$ cat src/rtl/uart_bus_pkg.sv
// Shared definitions for the memory-mapped UART responder: register offsets,
// CON bit positions, FSM state types and the baud divider helper.
package uart_bus_pkg;

  localparam logic [31:0] OFS_TXD = 32'h0;
  localparam logic [31:0] OFS_RXD = 32'h4;
  localparam logic [31:0] OFS_CON = 32'h8;

  localparam int CON_TX_IRQ_EN = 0;
  localparam int CON_RX_IRQ_EN = 1;
  localparam int CON_TX_DONE   = 2;
  localparam int CON_RX_READY  = 3;
  localparam int CON_TX_BUSY   = 4;
  localparam int CON_FRAME_ERR = 5;
  localparam int CON_OVERRUN   = 6;

  typedef enum logic [1:0] {
    TX_IDLE  = 2'd0,
    TX_START = 2'd1,
    TX_DATA  = 2'd2,
    TX_STOP  = 2'd3
  } tx_state_e;

  typedef enum logic [1:0] {
    RX_IDLE  = 2'd0,
    RX_START = 2'd1,
    RX_DATA  = 2'd2,
    RX_STOP  = 2'd3
  } rx_state_e;

  // Cycles per bit; below 4 the half-bit start re-sample degenerates.
  function automatic int calc_div(input int clk_hz, input int baud);
    int d;
    d = clk_hz / baud;
    return (d < 4) ? 4 : d;
  endfunction

endpackage

$ cat src/rtl/uart_bus_responder_rx_core.sv
// Receive path: 2-FF synchroniser, start/data/stop FSM and bit counter.
// Emits the received byte with a one-cycle valid pulse, or a frame-error pulse.
//
// state    | meaning
// RX_IDLE  | waiting for a synchronised high->low edge
// RX_START | waiting DIV/2 cycles to re-check the start bit
// RX_DATA  | sampling 8 data bits, LSB first, one per DIV cycles
// RX_STOP  | sampling the stop bit once
module uart_rx_core
  import uart_bus_pkg::*;
#(
  parameter int DIV = 16
) (
  input  logic       clk,
  input  logic       reset,
  input  logic       rx_i,
  output logic [7:0] byte_o,
  output logic       valid_o,
  output logic       ferr_o
);

  localparam int CNT_W = $clog2(DIV);

  rx_state_e        state_q;
  logic [CNT_W-1:0] cnt_q;
  logic [2:0]       bit_q;
  logic [7:0]       sh_q;
  logic [7:0]       byte_q;
  logic             valid_q;
  logic             ferr_q;
  logic             s1_q, s2_q, s3_q;
  logic             tick;

  assign tick    = (cnt_q == '0);
  assign byte_o  = byte_q;
  assign valid_o = valid_q;
  assign ferr_o  = ferr_q;

  always_ff @(posedge clk or negedge reset) begin
    if (!reset) begin
      s1_q    <= 1'b1;
      s2_q    <= 1'b1;
      s3_q    <= 1'b1;
      state_q <= RX_IDLE;
      cnt_q   <= '0;
      bit_q   <= '0;
      sh_q    <= '0;
      byte_q  <= '0;
      valid_q <= 1'b0;
      ferr_q  <= 1'b0;
    end else begin
      s1_q    <= rx_i;
      s2_q    <= s1_q;
      s3_q    <= s2_q;
      valid_q <= 1'b0;
      ferr_q  <= 1'b0;
      case (state_q)
        RX_IDLE: begin
          if (s3_q && !s2_q) begin
            state_q <= RX_START;
            cnt_q   <= CNT_W'(DIV / 2 - 1);
          end
        end
        RX_START: begin
          if (tick) begin
            if (s2_q) begin
              state_q <= RX_IDLE;
            end else begin
              state_q <= RX_DATA;
              cnt_q   <= CNT_W'(DIV - 1);
              bit_q   <= '0;
            end
          end else begin
            cnt_q <= cnt_q - CNT_W'(1);
          end
        end
        RX_DATA: begin
          if (tick) begin
            sh_q  <= {s2_q, sh_q[7:1]};
            cnt_q <= CNT_W'(DIV - 1);
            if (bit_q == 3'd7) begin
              state_q <= RX_STOP;
            end else begin
              bit_q <= bit_q + 3'd1;
            end
          end else begin
            cnt_q <= cnt_q - CNT_W'(1);
          end
        end
        RX_STOP: begin
          if (tick) begin
            state_q <= RX_IDLE;
            if (s2_q) begin
              byte_q  <= sh_q;
              valid_q <= 1'b1;
            end else begin
              ferr_q <= 1'b1;
            end
          end else begin
            cnt_q <= cnt_q - CNT_W'(1);
          end
        end
        default: state_q <= RX_IDLE;
      endcase
    end
  end

endmodule

$ cat src/rtl/uart_bus_responder.sv
// Memory-mapped UART at TXD/RXD/CON on the CPU bus, with TX serialiser and flags.
// Define UART_RX_FIFO_EN for a 4-entry RX FIFO instead of a single holding register.
//
// state    | meaning
// TX_IDLE  | line high, waiting for a TXD store
// TX_START | driving the start bit for DIV cycles
// TX_DATA  | driving 8 data bits, LSB first, DIV cycles each
// TX_STOP  | driving the stop bit for DIV cycles
module uart_bus_responder
  import uart_bus_pkg::*;
#(
  parameter int          CLK_HZ    = 100_000_000,
  parameter int          BAUD      = 9600,
  parameter logic [31:0] BASE_ADDR = 32'h4000_0018
) (
  input  logic        clk,
  input  logic        reset,
  input  logic        rd,
  input  logic        wr,
  input  logic [31:0] addr,
  input  logic [31:0] wdata,
  output logic [31:0] rdata,
  input  logic        pc31,
  input  logic        UART_RX,
  output logic        UART_TX,
  output logic        irqout
);

  localparam int DIV   = calc_div(CLK_HZ, BAUD);
  localparam int CNT_W = $clog2(DIV);

  logic sel_txd, sel_rxd, sel_con;
  logic wr_txd, wr_con, rd_rxd, rd_con;

  assign sel_txd = (addr == BASE_ADDR + OFS_TXD);
  assign sel_rxd = (addr == BASE_ADDR + OFS_RXD);
  assign sel_con = (addr == BASE_ADDR + OFS_CON);
  assign wr_txd  = wr & sel_txd;
  assign wr_con  = wr & sel_con;
  assign rd_rxd  = rd & sel_rxd;
  assign rd_con  = rd & sel_con;

  logic unused_wdata;
  assign unused_wdata = ^wdata[31:8];

  // ---------------- transmitter ----------------
  tx_state_e        tx_state_q;
  logic [CNT_W-1:0] tx_cnt_q;
  logic [2:0]       tx_bit_q;
  logic [7:0]       tx_sh_q;
  logic             tx_q;
  logic             tx_tick, tx_busy, tx_done_set;

  assign tx_tick     = (tx_cnt_q == '0);
  assign tx_busy     = (tx_state_q != TX_IDLE);
  assign tx_done_set = (tx_state_q == TX_STOP) && tx_tick;
  assign UART_TX     = tx_q;

  always_ff @(posedge clk or negedge reset) begin
    if (!reset) begin
      tx_state_q <= TX_IDLE;
      tx_cnt_q   <= '0;
      tx_bit_q   <= '0;
      tx_sh_q    <= '0;
      tx_q       <= 1'b1;
    end else begin
      case (tx_state_q)
        TX_IDLE: begin
          if (wr_txd) begin
            tx_state_q <= TX_START;
            tx_cnt_q   <= CNT_W'(DIV - 1);
            tx_sh_q    <= wdata[7:0];
            tx_q       <= 1'b0;
          end
        end
        TX_START: begin
          if (tx_tick) begin
            tx_state_q <= TX_DATA;
            tx_cnt_q   <= CNT_W'(DIV - 1);
            tx_bit_q   <= '0;
            tx_q       <= tx_sh_q[0];
            tx_sh_q    <= {1'b0, tx_sh_q[7:1]};
          end else begin
            tx_cnt_q <= tx_cnt_q - CNT_W'(1);
          end
        end
        TX_DATA: begin
          if (tx_tick) begin
            tx_cnt_q <= CNT_W'(DIV - 1);
            if (tx_bit_q == 3'd7) begin
              tx_state_q <= TX_STOP;
              tx_q       <= 1'b1;
            end else begin
              tx_bit_q <= tx_bit_q + 3'd1;
              tx_q     <= tx_sh_q[0];
              tx_sh_q  <= {1'b0, tx_sh_q[7:1]};
            end
          end else begin
            tx_cnt_q <= tx_cnt_q - CNT_W'(1);
          end
        end
        TX_STOP: begin
          if (tx_tick) begin
            tx_state_q <= TX_IDLE;
          end else begin
            tx_cnt_q <= tx_cnt_q - CNT_W'(1);
          end
        end
        default: begin
          tx_state_q <= TX_IDLE;
          tx_q       <= 1'b1;
        end
      endcase
    end
  end

  // ---------------- receiver ----------------
  logic [7:0] rx_byte;
  logic       rx_valid, rx_ferr;

  uart_rx_core #(.DIV(DIV)) u_rx_core (
    .clk     (clk),
    .reset   (reset),
    .rx_i    (UART_RX),
    .byte_o  (rx_byte),
    .valid_o (rx_valid),
    .ferr_o  (rx_ferr)
  );

  logic       rx_ready;
  logic [7:0] rx_head;
  logic       ovr_set;

`ifdef UART_RX_FIFO_EN
  logic [7:0] fifo_q [4];
  logic [1:0] wp_q, rp_q;
  logic [2:0] fcnt_q;
  logic       push, pop;

  assign pop      = rd_rxd && (fcnt_q != 3'd0);
  // A pop in the same cycle frees a slot, so a full FIFO can still accept.
  assign push     = rx_valid && ((fcnt_q != 3'd4) || pop);
  assign ovr_set  = rx_valid && !push;
  assign rx_ready = (fcnt_q != 3'd0);
  assign rx_head  = fifo_q[rp_q];

  always_ff @(posedge clk or negedge reset) begin
    if (!reset) begin
      for (int i = 0; i < 4; i++) fifo_q[i] <= '0;
      wp_q   <= '0;
      rp_q   <= '0;
      fcnt_q <= '0;
    end else begin
      if (push) begin
        fifo_q[wp_q] <= rx_byte;
        wp_q         <= wp_q + 2'd1;
      end
      if (pop) rp_q <= rp_q + 2'd1;
      case ({push, pop})
        2'b10:   fcnt_q <= fcnt_q + 3'd1;
        2'b01:   fcnt_q <= fcnt_q - 3'd1;
        default: fcnt_q <= fcnt_q;
      endcase
    end
  end
`else
  logic [7:0] hold_q;
  logic       rdy_q;

  // A byte landing in the cycle its predecessor is read is not an overrun.
  assign ovr_set  = rx_valid && rdy_q && !rd_rxd;
  assign rx_ready = rdy_q;
  assign rx_head  = hold_q;

  always_ff @(posedge clk or negedge reset) begin
    if (!reset) begin
      hold_q <= '0;
      rdy_q  <= 1'b0;
    end else if (rx_valid) begin
      hold_q <= rx_byte;
      rdy_q  <= 1'b1;
    end else if (rd_rxd) begin
      rdy_q <= 1'b0;
    end
  end
`endif

  // ---------------- control / status ----------------
  logic [1:0] en_q;
  logic       tx_done_q, frame_err_q, overrun_q;

  // Set events take priority over the clear-on-read of CON.
  always_ff @(posedge clk or negedge reset) begin
    if (!reset) begin
      en_q        <= '0;
      tx_done_q   <= 1'b0;
      frame_err_q <= 1'b0;
      overrun_q   <= 1'b0;
    end else begin
      if (wr_con) en_q <= wdata[1:0];
      if (tx_done_set)  tx_done_q <= 1'b1;
      else if (rd_con)  tx_done_q <= 1'b0;
      if (rx_ferr)      frame_err_q <= 1'b1;
      else if (rd_con)  frame_err_q <= 1'b0;
      if (ovr_set)      overrun_q <= 1'b1;
      else if (rd_con)  overrun_q <= 1'b0;
    end
  end

  logic [31:0] con_word;

  always_comb begin
    con_word                = '0;
    con_word[CON_TX_IRQ_EN] = en_q[0];
    con_word[CON_RX_IRQ_EN] = en_q[1];
    con_word[CON_TX_DONE]   = tx_done_q;
    con_word[CON_RX_READY]  = rx_ready;
    con_word[CON_TX_BUSY]   = tx_busy;
    con_word[CON_FRAME_ERR] = frame_err_q;
    con_word[CON_OVERRUN]   = overrun_q;
  end

  always_comb begin
    rdata = '0;
    if (rd) begin
      if (sel_rxd)      rdata = {24'b0, rx_head};
      else if (sel_con) rdata = con_word;
    end
  end

  assign irqout = ~pc31 & ((en_q[0] & tx_done_q) | (en_q[1] & rx_ready));

endmodule

$ cat config.mk
export PLATFORM = sky130hd
export DESIGN_NAME = uart_bus_responder
export DESIGN_NICKNAME = d
export VERILOG_FILES = /design/src/rtl/uart_bus_pkg.sv /design/src/rtl/uart_bus_responder_rx_core.sv /design/src/rtl/uart_bus_responder.sv
export SDC_FILE = /design/constraint.sdc
export NUM_CORES = 1
export LEC_CHECK = 0
export BUFFER_PORTS_ARGS = -buffer_cell sky130_fd_sc_hd__buf_2
export CAP_MARGIN = 20
export CORE_MARGIN = 3
export CORE_UTILIZATION = 36
export CTS_CLUSTER_DIAMETER = 60
export DETAILED_ROUTE_END_ITERATION = 16
export GPL_ROUTABILITY_DRIVEN = 0
export PLACE_DENSITY = 0.62
export SLEW_MARGIN = 20
export SYNTH_ARGS = -nofsm -noshare
export SYNTH_HDL_FRONTEND = slang
export SYNTH_SLANG_ARGS = --single-unit
$ cat constraint.sdc
create_clock -name clk -period 3.35 [get_ports clk]
set_input_delay 0.67 -clock clk [delete_from_list [all_inputs] [get_ports clk]]
set_output_delay 0.67 -clock clk [all_outputs]
set_load 0.05 [all_outputs]
==> qor.yml <==
drt:
  wire_per_inst_um: 14.4
  wl_mm: 9.83
  viasPerCell: 5.17
  drtAntennaViolNets: 0
  drc_errors: 0
  drt-initial-drc-count: 194
  first_pass_iters: 4
  vias: 3518
worst_setup_path:
  cp_max_fo: 6
  end_kind: "output port"
  crit_family: "simple AND/OR/NAND/NOR gates"
  critPathMaxStageDelay_ns: 0.39
  crit_arrival_ns: 2.45
  worstRegToRegCells: 6
  startpoint_type: "input port"
  path_class: "in2out"
  path_buf_inv: 2
  cpMostUsedCell: "buf_2"
  r2r_start: "u_rx_core.cnt_q[0]"
  worst_path_max_delay_cell: "nor4_2"
  required_ns: 2.68
  crit_start: "addr[17]"
  rrSetupSlack_ns: 0.41
  path_cells: "buf_2 > nor4_1 > nand4_1 > nor4_2 > and3_1 > a22o_1 > buf_2"
  reg2reg_to: "u_rx_core.cnt_q[0]"
sta:
  tightestPinTransition_ns: 0.823
  setup_tns_ns: 0
  final_hold_viol_count: 0
  skew_ns: 0.00662
  min_period_ns: 3.12
  grt_setup_unrepaired: "no"
  fin_crit_sh: 0.933
  max_freq_ghz: 0.320
  slew_violations: 0
  relSlewSlack: 0.446
  final-setup-viol-count: 0
  fin_hold_ws_ns: 0.346
floorplanning:
  die_width_um: 119
  core_area_um2: 12300
  dieArea_um2: 14200
  dieHeight_um: 119
  io_pins: 104
  row_count: 40
  start_util: 0.375
synth:
  ys_types: 65
  avgSynthCellArea_um2: 10.1
  ys.flop_type: "dfrtp_1"
  ys_seq_elements: 82
  yosysSeqAreaShare: 0.447
  mappedNetlistArea_um2: 4600
  synth_edf_count: 0
  syn_inst: 454
  ys_warn_count: 0
  synthArstFlopShare: 1.00
clocking:
  cts_tree: "done"
  insertion_delay_ns: 0.33
  cts.sinks: 82
  cts_made_buffers: 9
  post_cts_buffers: 0
  clockBufferDepth: 2
  root_buffer: "clkbuf_16"
  htreeDepth: 3
  clk_pin_slew_ns: 0.07
final_layout:
  layout-area-overhead-vs-synth_pct: 14.8
  antenna_cells: 0
  drive_gt1_frac: 0.267
  fin_nets: 593
place:
  place_hpwl_mm: 7.17
  io_buffers: 55
run:
  maxCapViolCount: 0
grt:
  antenna_found_initial: 0
  grt-ovfl-total: 0
  gr-usage-all-layers: 0.141
  grt_max_degree: 83
  grt_pass1_wl_mm: 16.6
  grt_pass1_vias: 3525
pwr:
  power.leakage_nw: 2.48
  power_density_nw_per_um2: 584
  peakVddDrop_mv: 0.440
worst_hold_path:
  hp-class: "in2async"
outcome:
  status: "completed"
[synth_stat cells, drive strengths merged, types with 2 or more instances]
cell	n	area, um2
dfrtp	78	1950
mux2	43	484
nor2	38	143
buf	29	213
o21ai	28	144
a21oi	25	140
inv	22	82.6
nand2	21	78.8
ha	15	188
nor4	13	81.3
clkbuf	12	45.0
nand3	12	65.1
nor3	12	60.1
a22o	11	96.3
or4	8	63.8
nor3b	5	37.5
a21boi	4	30.0
a21o	4	30.0
and3	4	25.0
dfstp	4	105
mux2i	4	40.0
nor2b	4	25.0
a211oi	3	22.5
a22oi	3	22.5
a31oi	3	18.8
nand4	3	18.8
o21bai	3	22.5
or2	3	18.8
or3	3	18.8
a211o	2	17.5
and2	2	12.5
and4	2	17.5
nand2b	2	12.5
nor4b	2	17.5
o221a	2	22.5
o22a	2	17.5
o22ai	2	12.5
o2bb2ai	2	17.5
o32a	2	20.0
o41ai	2	17.5
or4b	2	20.0
[cells in the final DEF (no fill, tap or decap), drive strengths merged, types with 3 or more instances in the layout]
cell / synthesis / layout
a21boi: 4 / 4
clkbuf: 12 / 9
o21ai: 28 / 28
nor3: 12 / 12
a22o: 11 / 11
a211oi: 3 / 3
nand4: 3 / 3
a22oi: 3 / 3
or3: 3 / 3
inv: 22 / 25
mux2: 43 / 43
clkinv: 0 / 4
a21o: 4 / 4
a31oi: 3 / 3
conb: 1 / 24
ha: 15 / 15
nor2b: 4 / 4
nor3b: 5 / 5
o21bai: 3 / 3
nor4: 13 / 13
dfrtp: 78 / 78
or4: 8 / 8
a21oi: 25 / 25
nor2: 38 / 38
dfstp: 4 / 4
mux2i: 4 / 4
nand2: 21 / 21
or2: 3 / 3
and3: 4 / 4
buf: 29 / 61
nand3: 12 / 12
[timing repair]
| action | 4_1_cts | 5_1_grt |
|---|---|---|
| hold buffers | 0 | 0 |
| gates resized for setup | 0 | 1 |
| endpoints found under the setup margin | 0 | 4 |
[layout make-up]
type,instances,area [um2]
fillers,1160,6990
clock buffers,9,225
inverters,22,82.6
multi-input cells,332,2290
repair buffers,61,327
clock inverters,7,81.3
well taps,168,210
flip-flops and latches,82,2060
[power by group]
part / leakage (nW) / switching, mW / internal [mW]
Combinational: 1.27 / 0.529 / 0.340
Clock: 0.150 / 0.447 / 0.531
Sequential: 1.06 / 0.113 / 1.12
[worst max-delay path by stage]
stage / slack, ns / endpoint / cells after the start
floorplan: 0.12 / rdata[4] / 4
global placement: 0.20 / rdata[6] / 7
detailed placement: 0.15 / rdata[6] / 7
CTS: 0.14 / rdata[6] / 7
global route: 0.08 / rdata[6] / 7
finish: 0.23 / rdata[6] / 7
[cells by family (layout without fill, tap and decap cells)]
family	after synthesis	after routing	synth area share
flops	82	82	0.447
fa+ha+maj	15	15	0.0408
buf+inv	63	99	0.0740
compound gates	109	109	0.165
other cells	1	24	0.000816
mux	47	47	0.114
simple gates	137	137	0.158
[metal layers]
layer / GRT usage / vias up / wire length (um)
li1: - / 1727 / -
met1: 0.181 / 1692 / 4300
met3: 0.0309 / 12 / 380
met2: 0.236 / 87 / 5020
met4: 0.0427 / 0 / 127
met5: 0 / - / 0
[stage by stage]
step	instance area (um2)	setup slack (ns)	util	cells	total power, mW
finish	5280	0.225	0.430	681	3.08
global route	5280	0.0782	0.430	681	3.29
CTS	5270	0.142	0.429	681	3.11
detailed placement	4960	0.149	0.404	665	2.11
global placement	4960	0.199	0.404	665	2.09
floorplan	4680	0.121	-	477	1.92
[flip-flops by register name (all words and copies together), names as in the netlist, 3 cells and up, named ones only]
signal / cells
hold_q: 8
tx_bit_q: 3
tx_cnt_q: 14
tx_sh_q: 8
u_rx_core.bit_q: 3
u_rx_core.byte_o: 8
u_rx_core.cnt_q: 14
u_rx_core.sh_q: 8
Power figures use the tool's default switching activity.
